===== src/rtl/neo_pattern_sequencer.sv =====
// Pattern sequencer for a serial RGB pixel strip: generates per-pixel/per-color
// load strobes, then send requests, repeating each frame before stepping the pattern.

module neo_level_lane #(
    parameter int LEVEL_W = 8,
    parameter int PW      = 3,
    parameter int PIX     = 0
) (
    input  logic [1:0]         color,
    input  logic [1:0]         step2,
    input  logic [PW-1:0]      chase,
    input  logic [1:0]         mode,
    input  logic               en,
    output logic [LEVEL_W-1:0] level
);
    localparam logic [PW-1:0] PIX_V = PW'(PIX);
    localparam logic [1:0]    PIX_2 = 2'(PIX % 4);
    localparam logic          PIX_0 = 1'(PIX % 2);

    function automatic logic [7:0] lvl_code(input logic [1:0] i);
        case (i)
            2'd0:    return 8'h00;
            2'd1:    return 8'h05;
            2'd2:    return 8'h10;
            default: return 8'h20;
        endcase
    endfunction

    logic [7:0] code;
    logic       odd;

    always_comb begin
        code = 8'h00;
        odd  = PIX_0 ^ step2[0];
        case (mode)
            2'd0:    code = lvl_code(PIX_2 + color);
            2'd1:    code = (chase == PIX_V) ? 8'h20 : 8'h00;
            2'd2:    code = lvl_code(step2 + color);
            default: code = (odd ? (color == 2'd2) : (color == 2'd1)) ? 8'h10 : 8'h00;
        endcase
        level = en ? LEVEL_W'(code) : '0;
    end
endmodule

module neo_pattern_sequencer #(
    parameter int NUM_PIXELS    = 5,
    parameter int LEVEL_W       = 8,
    parameter int REPEAT_FRAMES = 4,
    parameter int NUM_STEPS     = 16
) (
    input  logic                          clock,
    input  logic                          reset,
    input  logic                          run,
    input  logic [1:0]                    mode,
    input  logic [NUM_PIXELS-1:0]         syncedSW,
    input  logic                          ready_to_load,
    input  logic                          ready_to_send,
    input  logic                          done_wait,
    output logic [$clog2(NUM_PIXELS)-1:0] pixel_index,
    output logic [1:0]                    color_index,
    output logic [LEVEL_W-1:0]            color_level,
    output logic                          load_color,
    output logic                          send_it,
    output logic                          frame_done,
    output logic [$clog2(NUM_STEPS)-1:0]  step
);
    localparam int PW = $clog2(NUM_PIXELS);
    localparam int SW = $clog2(NUM_STEPS);
    localparam int RW = $clog2(REPEAT_FRAMES + 1);

    typedef enum logic [1:0] {IDLE, LOAD, WAIT_SEND, SENDING} state_t;

    typedef struct packed {
        logic [PW-1:0]      pixel;
        logic [1:0]         color;
        logic [LEVEL_W-1:0] level;
        logic               strobe;
    } load_t;

    state_t        state_q, state_d;
    logic [PW-1:0] pix_q, pix_d;
    logic [1:0]    col_q, col_d;
    logic [SW-1:0] step_q, step_d;
    logic [RW-1:0] rep_q, rep_d;
    logic [1:0]    mode_q, mode_d;
    // chase_q tracks step mod NUM_PIXELS so chase mode needs no divider
    logic [PW-1:0] chase_q, chase_d;
    load_t         ld;

    logic [NUM_PIXELS-1:0][LEVEL_W-1:0] lane_lvl;

    for (genvar g = 0; g < NUM_PIXELS; g++) begin : g_lane
        neo_level_lane #(.LEVEL_W(LEVEL_W), .PW(PW), .PIX(g)) u_lane (
            .color (col_q),
            .step2 (step_q[1:0]),
            .chase (chase_q),
            .mode  (mode_q),
            .en    (syncedSW[g]),
            .level (lane_lvl[g])
        );
    end

    always_ff @(posedge clock) begin
        if (reset) begin
            state_q <= IDLE;
            pix_q   <= '0;
            col_q   <= '0;
            step_q  <= '0;
            rep_q   <= '0;
            mode_q  <= '0;
            chase_q <= '0;
        end else begin
            state_q <= state_d;
            pix_q   <= pix_d;
            col_q   <= col_d;
            step_q  <= step_d;
            rep_q   <= rep_d;
            mode_q  <= mode_d;
            chase_q <= chase_d;
        end
    end

    always_comb begin
        state_d    = state_q;
        pix_d      = pix_q;
        col_d      = col_q;
        step_d     = step_q;
        rep_d      = rep_q;
        mode_d     = mode_q;
        chase_d    = chase_q;
        ld         = '0;
        send_it    = 1'b0;
        frame_done = 1'b0;
        case (state_q)
            IDLE: begin
                if (run) begin
                    mode_d  = mode;
                    state_d = LOAD;
                end
            end
            LOAD: begin
                ld.pixel  = pix_q;
                ld.color  = col_q;
                ld.level  = lane_lvl[pix_q];
                ld.strobe = ready_to_load;
                if (ready_to_load) begin
                    if (col_q == 2'd2) begin
                        col_d = 2'd0;
                        if (pix_q == PW'(NUM_PIXELS - 1)) begin
                            pix_d   = '0;
                            state_d = WAIT_SEND;
                        end else begin
                            pix_d = pix_q + PW'(1);
                        end
                    end else begin
                        col_d = col_q + 2'd1;
                    end
                end
            end
            WAIT_SEND: begin
                send_it = ready_to_send;
                if (ready_to_send) state_d = SENDING;
            end
            SENDING: begin
                if (done_wait) begin
                    frame_done = 1'b1;
                    if (rep_q == RW'(REPEAT_FRAMES - 1)) begin
                        rep_d  = '0;
                        step_d = step_q + SW'(1);
                        if (step_q == SW'(NUM_STEPS - 1) || chase_q == PW'(NUM_PIXELS - 1))
                            chase_d = '0;
                        else
                            chase_d = chase_q + PW'(1);
                        if (run) begin
                            mode_d  = mode;
                            state_d = LOAD;
                        end else begin
                            state_d = IDLE;
                        end
                    end else begin
                        rep_d   = rep_q + RW'(1);
                        state_d = run ? WAIT_SEND : IDLE;
                    end
                end
            end
            default: state_d = IDLE;
        endcase
    end

    assign pixel_index = ld.pixel;
    assign color_index = ld.color;
    assign color_level = ld.level;
    assign load_color  = ld.strobe;
    assign step        = step_q;
endmodule

===== config.mk =====
export PLATFORM = sky130hd
export DESIGN_NAME = neo_pattern_sequencer
export DESIGN_NICKNAME = d
export VERILOG_FILES = /design/src/rtl/neo_pattern_sequencer.sv
export SDC_FILE = /design/constraint.sdc
export NUM_CORES = 1
export LEC_CHECK = 0
export BUFFER_PORTS_ARGS = -buffer_cell sky130_fd_sc_hd__buf_2
export CELL_PAD_IN_SITES_DETAIL_PLACEMENT = 1
export CELL_PAD_IN_SITES_GLOBAL_PLACEMENT = 1
export CORE_MARGIN = 5
export CORE_UTILIZATION = 38
export CTS_CLUSTER_DIAMETER = 80
export DETAILED_ROUTE_END_ITERATION = 10
export HOLD_SLACK_MARGIN = 0.02
export PLACE_DENSITY = 0.78
export SYNTH_ARGS = -nofsm -noshare
export SYNTH_HDL_FRONTEND = slang
export SYNTH_SLANG_ARGS = --single-unit

===== constraint.sdc =====
create_clock -name clock -period 1.9 [get_ports clock]
set_input_delay 0.19 -clock clock [delete_from_list [all_inputs] [get_ports clock]]
set_output_delay 0.19 -clock clock [all_outputs]
set_load 0.01 [all_outputs]

==> Word-level counts from Yosys, hierarchy flattened <==
Cells that the tools add are included.
{ "totals": {"regBits": 19, "input_bits": 13, "out_inout_bits": 20, "word_cells": 109} }
{ "op_classes": {"n_addsub": 8, "n_lt_le_gt_ge": 1, "n_eq_ne": 29, "n_mux": 48, "reduce_logical": 16} }
{ "op_table": {"columns": ["cell", "n"], "rows": [
  ["$pmux 8 s3", 5],
  ["$pmux 6 s3", 5],
  ["$mux 8", 6],
  ["$mux 6", 5],
  ["$bmux 8 s3", 1],
  ["$mux 2", 12],
  ["$eq 2x2->1 const B", 8],
  ["$eq 2x1->1 const B", 7],
  ["$logic_not 2->1", 7],
  ["$mux 14", 1],
  ["$ne 2x2->1 const B", 7],
  ["$mux 5", 2],
  ["$add 3x1->3 const B", 3],
  ["$eq 3x2->1 const B", 3],
  ["$mux 3", 3],
  ["$reduce_and 3->1", 3],
  ["$pmux 2 s4", 1],
  ["$eq 3x3->1 const B", 2],
  ["$mux 1", 6],
  ["$reduce_and 6->1", 1],
  ["$add 2x2->2 const A", 2],
  ["$add 4x1->4 const B", 1],
  ["$eq 4x4->1 const B", 1],
  ["$lt 3x4->1 const B", 1],
  ["other kinds (8)", 9]
]} }

==> Depth between registers and ports, before layout <==
Gate-level depths: netlist of the first run.
{ "logic_depth": {"word_depth": 8, "ltp_mapped": 7, "ltp_nobuf": 6} }

==> By module <==
A second synthesis of the first run with hierarchy kept.
{ "unflattened": {"hier_cells": 261, "hier_area_um2": 2249.7} }
{ "by_module_without_submodules": {"columns": ["mod", "n_inst", "cells_each", "area_each_um2", "seq_area_each_um2"], "rows": [
  ["neo_pattern_sequencer", 1, 131, 1243.7, 380.4],
  ["neo_level_lane at g_lane[2].u_lane", 1, 32, 222.7, 0.0],
  ["neo_level_lane at g_lane[4].u_lane", 1, 26, 205.2, 0.0],
  ["neo_level_lane at g_lane[0].u_lane", 1, 26, 203.9, 0.0],
  ["neo_level_lane at g_lane[3].u_lane", 1, 23, 190.2, 0.0],
  ["neo_level_lane at g_lane[1].u_lane", 1, 23, 183.9, 0.0]
]} }

==> Worst setup path before layout of the first run <==
Ideal clock, no wire load.
{ "synth_timing": {"path_kind": "register to output", "startpoint": "register step_q[0] (netlist: step[0])", "endpoint": "output color_level[2]", "t_arrival_ps": 1713, "required_time_ps": 1710, "slack_ps": -3, "stages_incl_launch_ff": 8, "n_path_buf": 1, "path_cell_list": "dfxtp_1 -> ha_1 -> xor3_2 -> nor2_1 -> o21ai_0 -> o2111ai_1 -> o311a_1 -> buf_4"} }
{ "synth_via": {"elab_chain_cells": 8, "elab_cells_between_ends": 18, "classes_between": "add/sub (1); eq/ne (2); mux (14); reduce/logical (1)"} }
{ "synth_rtl": {"columns": ["item", "line", "text"], "rows": [
  ["start: declaration", "83", "logic [SW-1:0] step_q, step_d;"],
  ["start signal: assignment", "116", "step_q <= step_d;"],
  ["$add 2x2->2 (*)", "38", "2'd2: code = lvl_code(step2 + color);"],
  ["$eq 2x2->1, or another cell as far along", "21", "case (i)"],
  ["$pmux 6 s3 (*)", "21", null],
  ["$pmux 8 s3", "35", "case (mode)"],
  ["$mux 8", "41", "level = en ? LEVEL_W'(code) : '0;"],
  ["$bmux 8 s3 (*)", "144", "ld.level = lane_lvl[pix_q];"],
  ["$mux 8 (not written as such) (*)", "144", null],
  ["$mux 14 (*)", "134", "case (state_q)"],
  ["end: declaration", "61", "output logic [LEVEL_W-1:0] color_level,"]
]} }
Mark *: on every way between the ends. The rest lies on a longest branch, timed or not. The select of a mux whose other input is x is not followed.

==> Worst setup path in the final report of the first run <==
{ "layout_timing": {"startpoint": "register col_q[1]", "endpoint": "output color_level[0]"} }
{ "layout_via": {"elab_chain_cells": 8, "elab_cells_between_ends": 37, "classes_between": "add/sub (4); eq/ne (10); mux (18); reduce/logical (5)"} }
{ "layout_rtl": {"columns": ["item", "line", "text"], "rows": [
  ["start: declaration", "82", "logic [1:0] col_q, col_d;"],
  ["start signal: assignment", "115", "col_q <= col_d;"],
  ["$add 2x2->2, or another cell as far along", "38", null],
  ["$eq 2x2->1, or another cell as far along", "21", null],
  ["$pmux 6 s3", "21", null],
  ["$pmux 8 s3", "35", null],
  ["$mux 8", "41", null],
  ["$bmux 8 s3 (*)", "144", null],
  ["$mux 8 (not written as such) (*)", "144", null],
  ["$mux 14 (*)", "134", null]
]} }
Marks and branches as above.

==> impl_metrics.yaml, run 1 <==
yosys:
  yosysWarningCount: 0
  synth_seq_cells: 19
  synth_flop_cell: "dfxtp_1"
  synth_edf_count: 0
  syn_inst: 196
  ys_seq_area_share_pct: 26.4
  syn_area_um2: 1440
  syn_avg_cell_area_um2: 7.34
  synth_cell_types: 40
  async_flop_share_pct: 0
floorplanning:
  core_area_um2: 3660
  die_area_um2: 5120
  dieWidth_um: 71.5
  start_util_pct: 39.3
  core.rowCount: 22
  fp.dieH_um: 71.5
  io_pins: 33
global_routing:
  met3_usage_pct: 3.93
  grt_use_met1_pct: 20.6
  grt_pass1_vias: 1485
  gr-total-overflow: 0
  grt_max_degree: 20
  grt_pass1_wl_mm: 6.93
  grt_use_total_pct: 16.1
  top_usage_layer: "met2"
  antenna_found_initial: 0
  use_met2_pct: 26.9
cells_and_area:
  num_antenna_cells: 0
  fin_util_pct: 47.5
  fin_area_um2: 1740
  nets: 248
  drive_gt1_share_pct: 25.4
  final_common_cell: "buf_2"
  syn_to_final_growth_pct: 21.0
  fill_cells: 487
  most-common-layout-cells: "buf_2 (28), nor2_1 (24), nand2_1 (22)"
setup_path:
  cp_slowest_cell: "xor3_2"
  crit_required_ns: 1.71
  crit_type: "reg2out"
  cp.arrival_ns: 1.89
  slowest_delay_ns: 0.50
  worstPathCellList: "xor3_2 > nor2_2 > a21oi_1 > nor3_1 > o311a_1 > buf_2"
  cp-end-kind: "output pin"
  critPathLaunchType: "flop"
  crit_fanout: 3
routing:
  vias: 1492
  drt-total-wl_mm: 3.95
  vias_per_cell: 5.49
  ant_nets: 0
  dr.pass1.iters: 4
  wl_per_cell_um: 14.5
  drtIter0Drc: 90
  drcViolationCount: 0
placed_design:
  dp_hpwl_mm: 3.07
  io_buffers: 28
  globalplace.congestion: 0.878
  dpl_cell_area_um2: 1630
worst_hold_path:
  hp-class: "in2reg"
cts:
  clk_latency_ns: 0.26
  cts_tree: "done"
  path_clk_slew_ns: 0.08
  cts_buffers: 3
  cts_hold_buf: 0
  clockBufferDepth: 2
  htreeDepth: 1
  cts_root_buf: "clkbuf_8"
  cts.sinks: 19
timing:
  hold_viol_final: 0
  finalCriticalPeriod_ns: 2.08
  period_share_pct: 109
  skew_ns: 0.00780
  finalSetupViolCount: 4
  max_freq_mhz: 482
  worst_slack_ns: -0.176
  rsz0062_at_grt: "yes"
  slew_viol_final: 0
power:
  static-leakage-power_nw: 0.751
  vdd_drop_max_uv: 543
  power_per_cell_area_nw_per_um2: 475
status:
  violations: "setup timing"
  outcome: "complete, but fails checks"
flow_run:
  drv_cap: 0
## stage by stage
step                setup TNS [ns]  hold slack [ns]  setup slack [ns]  std cells  power (mW)
floorplan                        0            0.334             0.113        199       0.502
global placement                 0            0.436             0.118        266       0.535
detailed placement               0            0.442            0.0668        266       0.538
CTS                         -0.619            0.165            -0.165        271       0.833
global route                -0.985            0.197            -0.280        272       0.868
finish                      -0.629            0.165            -0.176        272       0.827
## registers in the layout, indices dropped and copies added, names as in the netlist
name	flops
chase_q	3
col_q	2
mode_q	2
pix_q	3
rep_q	3
state_q	2
step	4
## report_power, final
| part | internal (mW) | leakage [nW] | total [mW] | switching (mW) |
|---|---|---|---|---|
| Combinational | 0.0487 | 0.573 | 0.117 | 0.0687 |
| Clock | 0.148 | 0.0217 | 0.291 | 0.143 |
| Sequential | 0.405 | 0.156 | 0.418 | 0.0133 |
## worst paths after layout
check | startpoint | to | slack [ns] | cells past startpoint
max reg2reg | step[0]$_SDFFE_PP0P_ | chase_q[2]$_SDFFE_PP0P_ | 0.29 | 6
min reg2reg | rep_q[2]$_SDFFE_PP0P_ | rep_q[2]$_SDFFE_PP0P_ | 0.47 | 2
min | mode[0] | mode_q[0]$_SDFFE_PP0P_ | 0.17 | 3
max | col_q[1]$_SDFFE_PP0P_ | color_level[0] | -0.18 | 6
## worst max-delay path: cells and delay by family, from the launching register on
kind                      cells  cell delay, ns
AOI/OAI and AO/OA             2            0.28
and+or+nand+nor               2            0.35
xor gates and xnor gates      1            0.50
buffers and inverters         1            0.14
DFF                           1            0.35
## cells in the mapped netlist (all sizes together), types with 2 or more instances
| library cell | instances | share of area [%] |
|---|---|---|
| nor2 | 26 | 7.0 |
| nand2 | 22 | 5.7 |
| dfxtp | 19 | 26 |
| a21oi | 18 | 6.3 |
| buf | 10 | 4.3 |
| ha | 10 | 8.7 |
| inv | 9 | 2.3 |
| nand3 | 9 | 3.1 |
| nand2b | 7 | 3.2 |
| o21ai | 7 | 2.4 |
| nor3 | 6 | 2.1 |
| clkbuf | 5 | 1.3 |
| nor2b | 5 | 2.2 |
| a311oi | 4 | 2.4 |
| a31oi | 4 | 1.7 |
| and2 | 4 | 1.7 |
| nand3b | 4 | 2.3 |
| nand4b | 3 | 1.8 |
| a22oi | 2 | 1.0 |
| mux2i | 2 | 1.4 |
| nand4 | 2 | 0.87 |
| nor3b | 2 | 1.0 |
| o2111ai | 2 | 1.2 |
| o31ai | 2 | 1.0 |
| xor2 | 2 | 1.2 |
## cells by family after synthesis
family / synth area share, %
compound gates: 20.1
simple gates: 31.6
flops: 26.4
fa+ha+maj: 8.70
buf+inv: 8.00
mux: 1.39
other cells: 0.261
xor+xnor: 3.57
## cell type report
| cell class | count | area, um^2 | share of cell area [%] |
|---|---|---|---|
| Timing Repair Buffer | 36 | 213 | 12.2 |
| Multi-Input combinational cell | 156 | 998 | 57.4 |
| Clock buffer | 3 | 41.3 | 2.37 |
| Tap cell | 48 | 60.1 | 3.45 |
| Sequential cell | 19 | 387 | 22.2 |
| Inverter | 9 | 33.8 | 1.94 |
| Clock inverter | 1 | 7.51 | 0.431 |
## metal layers
layer  vias up  wire length (um)
li1        742                 -
met2        31              1900
met4         0                38
met5         -                 0
met1       713              1820
met3         6               189
## repair_timing
action,in CTS,in global routing
endpoints found under the setup margin,4,4
pin swaps,3,2
resized for setup,9,5
hold endpoints to repair,0,0
buffers inserted,1,1
Note: power is estimated with default switching activity, not from simulation.
==> run 2: changes to the inputs <==
- CORE_ASPECT_RATIO: unset -> 1.75
- MAX_ROUTING_LAYER: unset -> met4
==> impl_metrics.yaml, run 2 (synthesis results as in run 1) <==
setup_path:
  slowest_delay_ns: 0.49
  critPathLaunchType: "flop"
  reg2reg_from: "rep_q[0]$_SDFFE_PP0P_"
  regToRegEndpoint: "mode_q[1]$_SDFFE_PP0P_"
  cp.arrival_ns: 1.83
  crit_required_ns: 1.71
  crit_fanout: 3
  crit_type: "reg2out"
  r2r_setup_slack_ns: 0.31
  cp-end-kind: "output pin"
  reg2reg_depth: 6
  cp_slowest_cell: "xor3_2"
  worstPathCellList: "xor3_2 > nor2_1 > o21ai_0 > o2111ai_1 > o311a_1 > buf_2"
worst_hold_path:
  hp-class: "in2reg"
  worstHoldStart: "mode[0]"
  min_to: "mode_q[0]$_SDFFE_PP0P_"
  worstHoldPathCells: 3
routing:
  drt-total-wl_mm: 3.91
  drcViolationCount: 0
  wl_per_cell_um: 14.5
  ant_nets: 0
  dr.pass1.iters: 3
  vias: 1463
  drtIter0Drc: 27
  vias_per_cell: 5.42
placed_design:
  dp_hpwl_mm: 3.15
  pre_cts_slack_ns: 0.114
  globalplace.congestion: 0.846
  io_buffers: 28
floorplanning:
  start_util_pct: 39.7
  io_pins: 33
  die_area_um2: 5170
  dieWidth_um: 56.5
  core_area_um2: 3630
  core.rowCount: 29
  fp.dieH_um: 91.4
cells_and_area:
  largest_register_ffs: 4
  most-common-layout-cells: "buf_2 (28), nor2_1 (25), nand2_1 (22)"
  regArea_um2: 383
  nets: 248
  drive_gt1_share_pct: 22.8
  syn_to_final_growth_pct: 19.1
  num_antenna_cells: 0
  final_common_cell: "buf_2"
  fill_cells: 493
  fin_util_pct: 47.2
  multi_input_area_um2: 993
cts:
  path_clk_slew_ns: 0.07
  htreeDepth: 1
  clk_latency_ns: 0.26
  cts_root_buf: "clkbuf_8"
  clockBufferDepth: 2
  cts_tree: "done"
  cts.sinks: 19
  cts_hold_buf: 0
  cts_buffers: 3
  post_cts_buffers: 0
status:
  violations: "setup timing"
  outcome: "complete, but fails checks"
timing:
  maxSlewHeadroom_pct: 66.1
  period_share_pct: 106
  slew_viol_final: 0
  rsz0062_at_grt: "yes"
  max_freq_mhz: 495
  finalSetupViolCount: 4
  worst_pin_slew_ns: 0.502
  skew_ns: 0.00238
  fin_tns_setup_ns: -0.433
  hold_viol_final: 0
  worst_slack_ns: -0.120
  finalCriticalPeriod_ns: 2.02
  fin_worst_hold_slack_ns: 0.180
global_routing:
  grt_pass1_wl_mm: 6.56
  gr-total-overflow: 0
  grt_pass1_vias: 1474
  grt_max_degree: 20
  antenna_found_initial: 0
  grt_use_total_pct: 16.0
power:
  static-leakage-power_nw: 0.753
  finalPower_mw: 0.822
  power_per_cell_area_nw_per_um2: 479
  vdd_drop_max_uv: 495
flow_run:
  drv_cap: 0
-- run 2: per-layer routing --
metal	routed length (um)	part of all wire [%]	vias to the layer above	global-route usage [%]
met5	0	0	-	-
met4	95	2.4	0	6.73
met3	140	3.6	8	2.27
met2	2090	53	27	29.6
met1	1580	40	687	16.2
li1	-	-	741	-
-- run 2: final cells by class --
class / count / share of cell area, %
tap: 46 / 3.36
sequential: 19 / 22.3
inverter: 9 / 1.97
clock inverter: 1 / 0.292
timing repair buffer: 36 / 11.7
clock buffer: 3 / 2.41
multi-input combinational: 156 / 58.0
-- run 2: worst max path at each step --
stage                          startpoint              to  slack [ns]  depth (start not counted)
floorplan            step[0]$_SDFFE_PP0P_  color_level[2]        0.11                          7
global placement     step[0]$_SDFFE_PP0P_  color_level[4]        0.16                          7
detailed placement   step[0]$_SDFFE_PP0P_  color_level[5]        0.11                          7
CTS                  step[0]$_SDFFE_PP0P_  color_level[4]       -0.15                          7
global route        col_q[1]$_SDFFE_PP0P_  color_level[0]       -0.22                          6
finish              col_q[1]$_SDFFE_PP0P_  color_level[0]       -0.12                          6
-- run 2: what timing repair did --
item | 4_1_cts | 5_1_grt
endpoints found under the setup margin | 4 | 4
gates resized for setup | 3 | 4
pin swaps | 1 | 0
endpoints found under the hold margin | 0 | 0
-- run 2: critical path, delay by kind of cell (launching register included) --
| kind | cells | cell delay (ns) |
|---|---|---|
| AO/OA/AOI/OAI | 3 | 0.44 |
| XOR/XNOR | 1 | 0.49 |
| buffers and inverters | 1 | 0.13 |
| flip-flops | 1 | 0.33 |
| AND/OR/NAND/NOR | 1 | 0.18 |
-- run 2: per-stage QoR --
| step | area [um^2] | cells |
|---|---|---|
| 6_report | 1710 | 270 |
| 5_1_grt | 1710 | 270 |
| 4_1_cts | 1690 | 270 |
| 3_5_place_dp | 1630 | 266 |
| 3_3_place_gp | 1630 | 266 |
| 2_1_floorplan | 1450 | 199 |
-- run 2: power breakdown --
part           switching, mW  internal, mW  leakage, nW  total [mW]
clock                  0.144         0.146       0.0255       0.290
sequential            0.0116         0.404        0.155       0.416
combinational         0.0671        0.0486        0.573       0.116
==> run 3: changes to the inputs <==
- SKIP_LAST_GASP: unset -> 1
==> impl_metrics.yaml, run 3 (synthesis results as in run 1) <==
flow_run:
  drv_cap: 0
routing:
  wl_per_cell_um: 14.4
  drt-total-wl_mm: 3.90
  drtIter0Drc: 35
  vias: 1465
  drcViolationCount: 0
  vias_per_cell: 5.43
  dr.pass1.iters: 4
  ant_nets: 0
timing:
  rsz0062_at_grt: "yes"
  slew_viol_final: 0
  period_share_pct: 107
  max_freq_mhz: 493
  skew_ns: 0.00238
  maxSlewHeadroom_pct: 66.1
  finalCriticalPeriod_ns: 2.03
  hold_viol_final: 0
  worst_pin_slew_ns: 0.502
  worst_slack_ns: -0.129
  finalSetupViolCount: 4
cells_and_area:
  drive_gt1_share_pct: 22.3
  fin_area_um2: 1710
  nets: 248
  num_antenna_cells: 0
  fin_util_pct: 47.1
  final_cells: 270
  largest_register_ffs: 4
  final_common_cell: "buf_2"
  syn_to_final_growth_pct: 18.7
  most-common-layout-cells: "buf_2 (28), nor2_1 (25), nand2_1 (22)"
global_routing:
  grt_use_total_pct: 16.0
  grt_max_degree: 20
  gr-total-overflow: 0
  grt_pass1_wl_mm: 6.56
  antenna_found_initial: 0
  grt_pass1_vias: 1474
cts:
  htreeDepth: 1
  cts.sinks: 19
  cts_hold_buf: 0
  clk_latency_ns: 0.26
  clockBufferDepth: 2
  cts_tree: "done"
  cts_buffers: 3
  path_clk_slew_ns: 0.07
  cts_root_buf: "clkbuf_8"
status:
  outcome: "complete, but fails checks"
  violations: "setup timing"
power:
  power_per_cell_area_nw_per_um2: 481
  finalPower_mw: 0.821
  vdd_drop_max_uv: 495
  static-leakage-power_nw: 0.752
placed_design:
  dpl_cell_area_um2: 1630
  globalplace.congestion: 0.846
  io_buffers: 28
  dp_hpwl_mm: 3.15
  pre_cts_slack_ns: 0.114
  dp_cells: 266
setup_path:
  cp_slowest_cell: "xor3_2"
  critPathLaunchType: "flop"
  crit_required_ns: 1.71
  worstPathCellList: "xor3_2 > nor2_1 > o21ai_0 > o2111ai_1 > o311a_1 > buf_2"
  crit_fanout: 3
  cp.arrival_ns: 1.84
  slowest_delay_ns: 0.49
  crit_type: "reg2out"
  cp-end-kind: "output pin"
floorplanning:
  dieWidth_um: 56.5
  core.rowCount: 29
  die_area_um2: 5170
  core_area_um2: 3630
  io_pins: 33
  start_util_pct: 39.7
  fp.dieH_um: 91.4
worst_hold_path:
  hp-class: "in2reg"
## run 3: stage by stage
step | hold slack (ns) | setup TNS [ns]
6_report | 0.180 | -0.460
5_1_grt | 0.203 | -0.880
4_1_cts | 0.174 | -0.567
3_5_place_dp | 0.446 | 0
3_3_place_gp | 0.431 | 0
2_1_floorplan | 0.334 | 0
## run 3: timing repair
action                     4_1_cts  5_1_grt
buffers inserted                 0        0
gates resized for setup          3        3
setup endpoints to repair        4        4
pin swaps                        1        0
## run 3: path summary, 6_finish.rpt
path	start	end	slack, ns	depth (start not counted)
min reg2reg	rep_q[1]$_SDFFE_PP0P_	rep_q[1]$_SDFFE_PP0P_	0.46	2
max reg2reg	rep_q[0]$_SDFFE_PP0P_	mode_q[1]$_SDFFE_PP0P_	0.31	6
max	col_q[1]$_SDFFE_PP0P_	color_level[0]	-0.13	6
min	mode[0]	mode_q[0]$_SDFFE_PP0P_	0.18	3
## run 3: cell type report
cell class | instances | area (um^2)
fill | 495 | 1920
clock inverter | 1 | 5.00
sequential | 19 | 383
timing repair buffer | 36 | 200
inverter | 9 | 33.8
multi-input combinational | 156 | 987
clock buffer | 3 | 41.3
tap | 46 | 57.6
## run 3: routing by layer
metal / global-route usage, % / vias up / share of wire (%)
li1: - / 741 / -
met1: 16.2 / 687 / 40
met2: 29.6 / 29 / 53
met3: 2.27 / 8 / 3.7
met4: 6.73 / 0 / 2.5
met5: - / - / 0
## run 3: critical path, delay by kind of cell (launching register included)
kind	cells	cell delay, ns
buffers and inverters	1	0.13
xor gates and xnor gates	1	0.49
DFF	1	0.33
AOI/OAI and AO/OA	3	0.45
and+or+nand+nor	1	0.18
## run 3: power by group
part / switching, mW / internal [mW] / leakage (nW)
registers: 0.0117 / 0.404 / 0.155
clock network: 0.144 / 0.146 / 0.0255
logic: 0.0667 / 0.0481 / 0.572
total: 0.222 / 0.599 / 0.752
